<file path="src/rtl/seq_alu.sv">
// Multi-cycle ALU: single-cycle base integer ops plus iterative unsigned MUL/DIVU/REMU,
// with valid/ready handshakes on both the operand and the result side.
module seq_alu #(
  parameter int N     = 32,
  parameter int CNT_W = $clog2(N) + 1
) (
  input  logic         clk,
  input  logic         rst_n,
  input  logic         in_valid,
  output logic         in_ready,
  input  logic [3:0]   opc,
  input  logic [N-1:0] a,
  input  logic [N-1:0] b,
  output logic         out_valid,
  input  logic         out_ready,
  output logic [N-1:0] w,
  output logic         zero,
  output logic         neg,
  output logic         err
);

  typedef enum logic [1:0] {IDLE, ITER, DONE} state_t;

  localparam logic [3:0] OP_ADD  = 4'b0000;
  localparam logic [3:0] OP_SUB  = 4'b0001;
  localparam logic [3:0] OP_AND  = 4'b0010;
  localparam logic [3:0] OP_OR   = 4'b0011;
  localparam logic [3:0] OP_XOR  = 4'b0100;
  localparam logic [3:0] OP_SLT  = 4'b0101;
  localparam logic [3:0] OP_SLTU = 4'b0110;
  localparam logic [3:0] OP_MUL  = 4'b1000;
  localparam logic [3:0] OP_DIVU = 4'b1001;
  localparam logic [3:0] OP_REMU = 4'b1010;

  state_t           state, state_nx;
  logic [3:0]       op_q;
  logic [CNT_W-1:0] cnt;
  logic [2*N-1:0]   sh;    // MUL: shifting multiplicand; DIV: {remainder, dividend/quotient}
  logic [N-1:0]     opb;   // MUL: shifting multiplier; DIV: divisor
  logic [N-1:0]     acc;   // MUL: partial product

  logic [N-1:0] single_res;
  logic         single_bad;
  logic         is_iter;
  logic         last;
  logic [N-1:0] mul_nx;
  logic [N:0]   rem_sh;
  logic [N:0]   diff;
  logic         fits;
  logic [2*N-1:0] div_nx;

  always_comb begin
    single_res = '0;
    single_bad = 1'b0;
    is_iter    = 1'b0;
    unique case (opc)
      OP_ADD:  single_res = a + b;
      OP_SUB:  single_res = a - b;
      OP_AND:  single_res = a & b;
      OP_OR:   single_res = a | b;
      OP_XOR:  single_res = a ^ b;
      OP_SLT:  single_res[0] = $signed(a) < $signed(b);
      OP_SLTU: single_res[0] = a < b;
      OP_MUL, OP_DIVU, OP_REMU: is_iter = 1'b1;
      default: single_bad = 1'b1;
    endcase
  end

  always_comb begin
    last   = (cnt == CNT_W'(N - 1));
    mul_nx = opb[0] ? acc + sh[N-1:0] : acc;
    // Restoring step: bit N of the difference is the borrow, so it doubles as "does not fit".
    rem_sh = sh[2*N-1:N-1];
    diff   = rem_sh - {1'b0, opb};
    fits   = ~diff[N];
    div_nx = {(fits ? diff[N-1:0] : rem_sh[N-1:0]), sh[N-2:0], fits};
  end

  always_comb begin
    state_nx  = state;
    in_ready  = (state == IDLE);
    out_valid = (state == DONE);
    unique case (state)
      IDLE: if (in_valid) state_nx = is_iter ? ITER : DONE;
      ITER: if (last) state_nx = DONE;
      DONE: if (out_ready) state_nx = IDLE;
      default: state_nx = IDLE;
    endcase
  end

  always_ff @(posedge clk) begin
    if (!rst_n) state <= IDLE;
    else        state <= state_nx;
  end

  always_ff @(posedge clk) begin
    if (!rst_n) begin
      op_q <= '0;
      cnt  <= '0;
      sh   <= '0;
      opb  <= '0;
      acc  <= '0;
      w    <= '0;
      err  <= 1'b0;
    end else begin
      unique case (state)
        IDLE: if (in_valid) begin
          op_q <= opc;
          cnt  <= '0;
          acc  <= '0;
          sh   <= {{N{1'b0}}, a};
          opb  <= b;
          err  <= single_bad;
          if (!is_iter) w <= single_res;
        end
        ITER: begin
          cnt <= cnt + 1'b1;
          if (op_q == OP_MUL) begin
            acc <= mul_nx;
            sh  <= sh << 1;
            opb <= opb >> 1;
            if (last) w <= mul_nx;
          end else begin
            sh <= div_nx;
            if (last) w <= (op_q == OP_DIVU) ? div_nx[N-1:0] : div_nx[2*N-1:N];
          end
        end
        default: ;
      endcase
    end
  end

  assign zero = (w == '0);
  assign neg  = w[N-1];

endmodule
</file>
<file path="config.mk">
export PLATFORM = sky130hd
export DESIGN_NAME = seq_alu
export DESIGN_NICKNAME = d
export VERILOG_FILES = /design/src/rtl/seq_alu.sv
export SDC_FILE = /design/constraint.sdc
export NUM_CORES = 1
export LEC_CHECK = 0
export BUFFER_PORTS_ARGS = -buffer_cell sky130_fd_sc_hd__buf_2
export CORE_MARGIN = 8
export CORE_UTILIZATION = 63
export DETAILED_ROUTE_END_ITERATION = 8
export PLACE_DENSITY = 0.9
export SKIP_CTS_REPAIR_TIMING = 1
export SYNTH_ARGS = -nofsm -noshare
export SYNTH_HDL_FRONTEND = slang
export SYNTH_SLANG_ARGS = --single-unit
</file>
<file path="constraint.sdc">
create_clock -name clk -period 4.1 [get_ports clk]
set_input_delay 0.615 -clock clk [delete_from_list [all_inputs] [get_ports clk]]
set_output_delay 0.615 -clock clk [all_outputs]
set_load 0.05 [all_outputs]
</file>
==> run_results.csv <==
group,metric,value,unit
power_and_ir_drop,finalPower,5230,uW
placed_design,post-dp-hpwl,48.0,mm
logic_synthesis,ys.flop_type,"dfxtp_1",
clocking,h-tree-depth,4,
routing,dr.pass1.iters,6,
die,num_rows,59,
worst_setup_path,cp_num_buf_inv,3,
worst_setup_path,cp_max_fo,26,
clocking,cts.sinks,173,
worst_setup_path,crit_arrival,4.10,ns
grt,grt_pass1_vias,17397,
worst_setup_path,worst_path_max_delay_cell,"fa_1",
placed_design,post-place-ws,0.0326,ns
cells_and_area,final_core_util,0.700,
sta,fin_hold_ws,0.477,ns
sta,finClkSkew,0.00898,ns
placed_design,portBuffers,108,
grt,grt_remaining_overflow,0,
logic_synthesis,syn_nets,2475,
grt,grt_max_degree,100,
routing,drt_iter0_drc,2965,
routing,routed_wl,63.1,mm
worst_setup_path,worstPathRequired,4.44,ns
sta,worst_pin_slew,1.03,ns
outcome,status,"complete, no violations",
sta,fin_crit_sh,0.917,
worst_setup_path,startpoint_type,"flop",
cells_and_area,mostFrequentLayoutCells,"nand2_1, nor2_1, ha_1",
routing,wire_per_inst,24.1,um
routing,antenna_left,0,
routing,vias,18399,
sta,setup_slack,0.340,ns
clocking,clkTransAtPathRegs,0.07,ns
grt,grt_pass1_wl,96.6,mm
clocking,cts_buffers,17,
sta,final-setup-viol-count,0,
clocking,cts_tree,"built",
die,die-area,32100,um^2
cells_and_area,nets,2521,
logic_synthesis,synth-seq-cells,173,
die,die_y,179,um
logic_synthesis,yosysWarnings,0,
placed_design,gp_congestion,1.01,
run,drv_cap,0,
logic_synthesis,syn_area_per_cell,7.53,um^2
logic_synthesis,synth_cell_type_count,88,
cells_and_area,n_antenna_cell,0,
sta,rsz0062_at_grt,"false",
worst_setup_path,cp_common_cell,"inv_1",
logic_synthesis,syn_area,16800,um^2
worst_setup_path,critical_path.top_delay_family,"compound AO/OA/AOI/OAI gates",
logic_synthesis,syn_inst,2224,
clocking,cts_root_buf,"clkbuf_16",
sta,slew_headroom,0.316,
cells_and_area,layout_commonest_cell,"nand2_1",
worst_setup_path,crit_type,"reg -> reg",
die,die_w,179,um
logic_synthesis,synth_edf_count,0,
logic_synthesis,synthArstFlopShare,0,
min_path,min_path_type,"reg -> reg",
die,core_area,26100,um^2
sta,max_freq,266,MHz
worst_setup_path,crit_chain,"inv_1 -> ha_1 -> inv_1 -> fa_1 -> a211oi_1 -> o211ai_1 -> nand2_1 -> o21bai_2 -> a31oi_2 -> nor2_4 -> xor2_4 -> buf_12 -> mux2i_1 -> nor2_1 -> o221a_2",
sta,min_period,3.76,ns
die,initial_core_util,0.643,
power_and_ir_drop,powerDensity,287,nW/um^2
die,io_pins,109,
routing,drc,0,
grt,track_usage,0.384,
cells_and_area,drive_above_1_share,0.112,
clocking,clockBufferDepth,2,
logic_synthesis,seq_area_frac_synth,0.207,
sta,setup_tns,0,ns
worst_setup_path,slowest_delay,0.41,ns
worst_setup_path,end_kind,"flop",
clocking,worstSkewPairLatency,0.44,ns
routing,via_per_inst,7.03,
sta,finalHoldViolCount,0,
power_and_ir_drop,p_leak,0.00808,uW
power_and_ir_drop,peakVddDrop,259,uV
cells_and_area,area_growth,8.86,%
grt,antenna_found_initial,1,
sta,slew_viol_final,0,
[per-layer routing]
layer / wire length [um] / GRT usage
met2: 26500 / 0.578
met3: 8660 / 0.103
met4: 2430 / 0.145
met1: 25500 / 0.515
met5: 11 / 0
[power by group]
group	internal (uW)	total (uW)	switching, uW
Combinational	594	1770	1180
Clock	800	1580	777
Sequential	1770	1880	105
Total	3160	5230	2060
[layout make-up]
class	instances	area (um^2)
clock buffer	18	429
tap	335	419
timing repair buffer	169	1030
inverter	144	541
clock inverter	14	129
sequential	173	3460
fill	2122	7820
multi-input combinational	1765	12200
[state kept, by name (all words and copies together) (netlist names)]
name and cells:
acc 32, cnt 6, err 1, op_q 4
opb 32, sh 64, state 2, w 32
[cell usage after synthesis, types with 19 or more instances]
| cell | instances | area [um^2] |
|---|---|---|
| a211oi_1 | 27 | 203 |
| a21oi_1 | 170 | 851 |
| xor2_1 | 19 | 166 |
| o21a_1 | 23 | 173 |
| clkbuf_1 | 122 | 458 |
| a31oi_1 | 26 | 163 |
| inv_1 | 143 | 537 |
| ha_1 | 175 | 2190 |
| xnor2_1 | 56 | 490 |
| nor2_1 | 180 | 676 |
| nor2b_1 | 37 | 231 |
| nand2_1 | 211 | 792 |
| o211a_1 | 44 | 440 |
| a21boi_0 | 49 | 368 |
| dfxtp_1 | 173 | 3460 |
| o211ai_1 | 57 | 428 |
| mux2i_1 | 33 | 330 |
| a21o_1 | 30 | 225 |
| nor3_1 | 36 | 180 |
| a221oi_1 | 26 | 228 |
| nand3_1 | 39 | 195 |
| o221ai_1 | 24 | 210 |
| o21bai_1 | 25 | 188 |
| nor4_1 | 19 | 119 |
| and2_1 | 28 | 175 |
| a22oi_1 | 55 | 413 |
| o21ai_0 | 146 | 731 |
[through the flow]
step,std cells,cell area [um^2]
floorplan,2224,16800
global placement,2586,17700
detailed placement,2586,17700
CTS,2618,18200
global route,2618,18200
finish,2618,18200
[worst register-to-register path: stages, from the launching register on]
cell and delay [ns]:
dfxtp_1 0.32, inv_1 0.06, ha_1 0.16, inv_1 0.05
fa_1 0.41, a211oi_1 0.31, o211ai_1 0.18, nand2_1 0.14
o21bai_2 0.14, a31oi_2 0.32, nor2_4 0.09, xor2_4 0.38
buf_12 0.26, mux2i_1 0.38, nor2_1 0.16, o221a_2 0.30
[cell families after synthesis]
kind of cell	after synthesis	share of synthesized area
compound gates	830	0.346
simple gates	634	0.176
buf+inv	286	0.0660
fa+ha+maj	179	0.135
flops	173	0.207
xor+xnor	76	0.0408
mux	46	0.0285
[worst paths after layout]
| path | cells past startpoint | end | startpoint | slack (ns) |
|---|---|---|---|---|
| worst min register to register | 2 | op_q[1] | op_q[1] | 0.48 |
| worst min-delay path | 2 | op_q[1] | op_q[1] | 0.48 |
| worst max register to register | 15 | w[10] | sh[31] | 0.34 |
| worst max-delay path | 15 | w[10] | sh[31] | 0.34 |
(Power assumes the default switching activity.)
